## config.mk

```make
export PLATFORM = sky130hd
export DESIGN_NAME = seg7_scanner
export DESIGN_NICKNAME = d
export VERILOG_FILES = /design/src/rtl/seg7_scanner.sv
export SDC_FILE = /design/constraint.sdc
export NUM_CORES = 1
export LEC_CHECK = 0
export CAP_MARGIN = 30
export CORE_MARGIN = 2
export CORE_UTILIZATION = 40
export DETAILED_ROUTE_END_ITERATION = 7
export PLACE_DENSITY_LB_ADDON = 0.12
export SYNTH_ARGS = -nofsm -noshare
export SYNTH_HDL_FRONTEND = slang
export SYNTH_SLANG_ARGS = --single-unit
```

## constraint.sdc

```tcl
create_clock -name clk -period 2.1 [get_ports clk]
set_input_delay 0.315 -clock clk [delete_from_list [all_inputs] [get_ports clk]]
set_output_delay 0.315 -clock clk [all_outputs]
set_load 0.005 [all_outputs]
```

## src/rtl/seg7_scanner.sv

```systemverilog
// Eight-digit multiplexed seven-segment scanner.
// A snapshot taken once per frame keeps the display from tearing.
module seg7_scanner #(
  parameter int SCAN_DIV = 100000,
  parameter bit BLANK_LZ = 1'b0
) (
  input  logic        clk,
  input  logic        reset,
  input  logic [31:0] val,
  input  logic        en,
  input  logic [7:0]  dp_mask,
  output logic [7:0]  an,
  output logic [6:0]  seg,
  output logic        dp,
  output logic        frame_done
);

  localparam int CW = $clog2(SCAN_DIV);
  localparam logic [CW-1:0] LAST = CW'(SCAN_DIV - 1);

  logic [CW-1:0] cnt;
  logic [2:0]    idx;
  logic [31:0]   snap;
  logic          tick;
  logic          wrap;
  logic [3:0]    nib;
  logic [7:0]    nzn;
  logic [7:0]    blank;
  logic [7:0]    an_d;
  logic [6:0]    seg_d;
  logic          dp_d;

  function automatic logic [6:0] hex7(input logic [3:0] n);
    logic [6:0] s;
    case (n)
      4'h0: s = 7'h40;
      4'h1: s = 7'h79;
      4'h2: s = 7'h24;
      4'h3: s = 7'h30;
      4'h4: s = 7'h19;
      4'h5: s = 7'h12;
      4'h6: s = 7'h02;
      4'h7: s = 7'h78;
      4'h8: s = 7'h00;
      4'h9: s = 7'h10;
      4'hA: s = 7'h08;
      4'hB: s = 7'h03;
      4'hC: s = 7'h46;
      4'hD: s = 7'h21;
      4'hE: s = 7'h06;
      default: s = 7'h0E;
    endcase
    return s;
  endfunction

  assign tick = en && (cnt == LAST);
  assign wrap = tick && (idx == 3'd7);

  always_ff @(posedge clk or posedge reset) begin
    if (reset) begin
      cnt        <= '0;
      idx        <= '0;
      snap       <= '0;
      frame_done <= 1'b0;
    end else begin
      frame_done <= wrap;
      if (en)
        cnt <= tick ? '0 : cnt + CW'(1);
      if (tick)
        idx <= idx + 3'd1;
      if (wrap)
        snap <= val;
    end
  end

  // A digit is blanked when it and every digit above it are zero.
  always_comb begin
    nzn = '0;
    for (int i = 0; i < 8; i++)
      nzn[i] = |snap[4*i +: 4];
  end

  always_comb begin
    blank = '0;
    for (int i = 1; i < 8; i++)
      blank[i] = ~|(nzn >> i);
  end

  always_comb begin
    nib   = snap[{idx, 2'b00} +: 4];
    an_d  = ~(8'b1 << idx);
    dp_d  = ~dp_mask[idx];
    seg_d = (BLANK_LZ && blank[idx]) ? 7'h7F : hex7(nib);
  end

  always_ff @(posedge clk or posedge reset) begin
    if (reset) begin
      an  <= 8'hFF;
      seg <= 7'h7F;
      dp  <= 1'b1;
    end else if (!en) begin
      an  <= 8'hFF;
      seg <= 7'h7F;
      dp  <= 1'b1;
    end else begin
      an  <= an_d;
      seg <= seg_d;
      dp  <= dp_d;
    end
  end

endmodule
```

==> reports/results.tsv <==
stage	metric	value	unit
status	outcome	completed	
setup_path	crit end category	flop	
clock_tree	clock tree from TritonCTS	yes	
synth	Post-Syn Area	0.00342	sq mm
setup_path	Slowest-stage cell, CP	mux4_2	
place	Port Buffer Count	59	
power	leakage power	2.12	nW
setup_path	Worst Path Required	2390	ps
power	Cell Pwr Density	609	mW/mm^2
floorplanning	core area	0.00826	sq mm
place	DP Worst Slack	-278	ps
timing	relative slew slack	0.754	
setup_path	cell family with most CP delay	multiplexers	
global_routing	largest net degree at the start of global routing	70	
setup_path	reg2reg end	seg[3]$_DFF_PP1_	
clock_tree	later-pin clock latency in the skew report	340	ps
timing	Achievable Freq	0.483	GHz
min_path	type of the worst min-delay path	in2async	
timing	unrepaired setup endpoints after global routing	true	
cells_and_area	Finished Cell Area	0.00453	sq mm
floorplanning	die height	96.5	um
drt	via count	2229	
drt	Iteration-0 DRC Markers	58	
drt	Via density	4.95	
setup_path	slowest cell delay on critical path	500	ps
timing	final setup margin	29.7	ps
setup_path	reg2reg setup slack	30	ps
global_routing	initial antenna violation count	0	
power	Max VDD drop	0.261	mV
timing	hold slack	348	ps
floorplanning	Cell Rows	33	
floorplanning	die area	0.00932	sq mm
global_routing	M2 GR Usage	0.244	
setup_path	Max FO, Critical Path	6	
drt	Antenna Nets Post-Route	0	
global_routing	vias in the first global route	2244	
synth	Mapped Cells	257	
clock_tree	H-tree depth	3	
timing	Slew Viols, Final	0	
drt	drc violations	0	
timing	actual slew at the worst max-slew pin	369	ps
timing	clk_skew	6.24	ps
clock_tree	Root Buffer	clkbuf_8	
cells_and_area	Final nets	397	
clock_tree	cts bufs inserted	9	
synth	sequential fraction of the synthesis area	0.510	
global_routing	first-pass GRT wire length	10900	um
floorplanning	Initial Util	0.415	
cells_and_area	diode count	0	
synth	Async SR Flop Fraction	1.00	
cells_and_area	most common cell after layout, fill and taps aside	clkdlybuf4s50_1	
timing	Final period util	0.986	
run	max_cap viols	0	
setup_path	CP arrival	2360	ps
global_routing	GRT Overall Usage	0.158	
global_routing	met1 Usage GRT	0.210	
cells_and_area	Syn-to-layout area delta	32.4	%
clock_tree	Clk pin slew, worst setup/hold paths	70	ps
clock_tree	clock tree buffer depth	2	
place	Routability Congestion	0.779	
cells_and_area	non-filler cells in the finished layout	450	
global_routing	routing usage on met3	0.0365	
setup_path	WP buf/inv	3	
cells_and_area	layout cells sized above 1	0.322	
synth	Syn Nets	313	
synth	EDFF count, synth	0	
setup_path	CP Launch Type	flop	
drt	first-pass detailed-route iteration total	4	
place	Placed Instances	435	
clock_tree	clk sinks	69	
global_routing	gr ovfl total	0	
timing	endpoints failing hold	0	
place	DP Area	0.00432	sq mm
setup_path	r2r startpoint	idx[1]$_DFFE_PP0P_	
synth	Seq cells post-synth	69	
synth	Post-synth top flop	dfrtp_1	
synth	Synth Warn #	0	
setup_path	worst r2r path cells	8	
floorplanning	Ports	60	
synth	Synth cell types	36	
floorplanning	Die Span X	96.5	um
drt	Post-Route WL	6590	um
drt	average wire per standard cell	14.6	um
timing	Finish-stage setup viols	0	
timing	clock period minus worst slack	2070	ps
synth	Syn Area/Cell	13.3	sq um
place	DP HPWL	4670	um
cells_and_area	commonest non-fill, non-tap cells in the layout	59 x clkdlybuf4s50_1, 51 x dfrtp_1, 31 x mux2_4	
cells_and_area	Filler Cell Count	744	
setup_path	critical path cell sequence	buf_12 -> mux4_2 -> mux2_4 -> inv_2 -> buf_4 -> ha_1 -> mux2_2 -> o22a_1	
setup_path	critical path type	reg2reg	
global_routing	GR peak layer	met2	
-- cell families (layout without fill, tap and decap cells) --
kind of cell | Yosys count | after routing | share of synthesized area
buffers and inverters | 22 | 110 | 0.0318
AOI/OAI and AO/OA | 10 | 10 | 0.0223
and+or+nand+nor | 72 | 72 | 0.111
DFF | 69 | 69 | 0.510
muxes | 55 | 55 | 0.236
xor gates and xnor gates | 16 | 16 | 0.0409
adders and majority gates | 13 | 13 | 0.0475
-- how the worst max path moves through the flow --
stage / from / end / slack, ps / depth (start not counted)
floorplan: idx[0]$_DFFE_PP0P_ / seg[0]$_DFF_PP1_ / 20 / 6
global placement: en / snap[15]$_DFFE_PP0P_ / -270 / 7
detailed placement: en / snap[22]$_DFFE_PP0P_ / -280 / 7
CTS: idx[1]$_DFFE_PP0P_ / seg[4]$_DFF_PP1_ / -20 / 7
global route: idx[1]$_DFFE_PP0P_ / seg[3]$_DFF_PP1_ / -40 / 8
finish: idx[1]$_DFFE_PP0P_ / seg[3]$_DFF_PP1_ / 30 / 8
-- per-layer routing --
layer	vias up	part of all wire
met4	0	0.019
met2	50	0.47
met1	1089	0.47
met3	11	0.040
li1	1079	-
met5	-	0
-- worst register-to-register path, delay by kind of cell, from the launching register on --
family / cells / cell delay [ps]
adder cells (fa/ha/maj): 1 / 160
AO/OA/AOI/OAI: 1 / 120
buffers and inverters: 3 / 360
multiplexers: 3 / 980
flip-flops: 1 / 390
-- cell type report --
type                    count  area, sq um  share of cell area
flip-flops and latches     69         1750               0.386
well taps                 105          131              0.0290
multi-input cells         166         1620               0.357
repair buffers             84          816               0.180
clock inverters             1         5.00             0.00110
inverters                  11         41.3             0.00911
clock buffers              14          173              0.0381
-- registers in the layout, indices dropped and copies added, names as in the netlist --
| signal | cells |
|---|---|
| frame_done | 1 |
| cnt | 17 |
| dp | 1 |
| seg | 7 |
| idx | 3 |
| snap | 32 |
| an | 8 |
-- power breakdown --
group | switching [mW] | internal (mW)
combinational | 0.118 | 0.177
sequential | 0.0723 | 1.41
clock | 0.471 | 0.519
-- through the flow --
stage	power (mW)	util	TNS (ps)
floorplan	1.63	-	0
global placement	1.80	0.523	-8520
detailed placement	1.80	0.523	-8720
CTS	2.81	0.545	-30.4
global route	2.90	0.549	-97.9
finish	2.76	0.549	0
-- synthesized netlist by cell type (8+ instances only) --
master,number,area (sq um)
ha_1,13,163
nand3_1,11,55.1
nor2_1,10,37.5
mux2i_1,11,110
mux4_2,8,180
nand4_1,8,50.1
dfrtp_1,53,1330
inv_1,11,41.3
mux2_4,30,450
xnor2_1,11,96.3
dfstp_2,16,420
nand2_1,23,86.3
-- what timing repair did --
| action | in CTS | in global routing |
|---|---|---|
| pin swaps | 0 | 3 |
| hold buffers | 0 | 0 |
| setup endpoints to repair | 4 | 5 |
| gates resized for setup | 3 | 8 |
| setup buffers | 0 | 0 |
(Power assumes the default switching activity.)
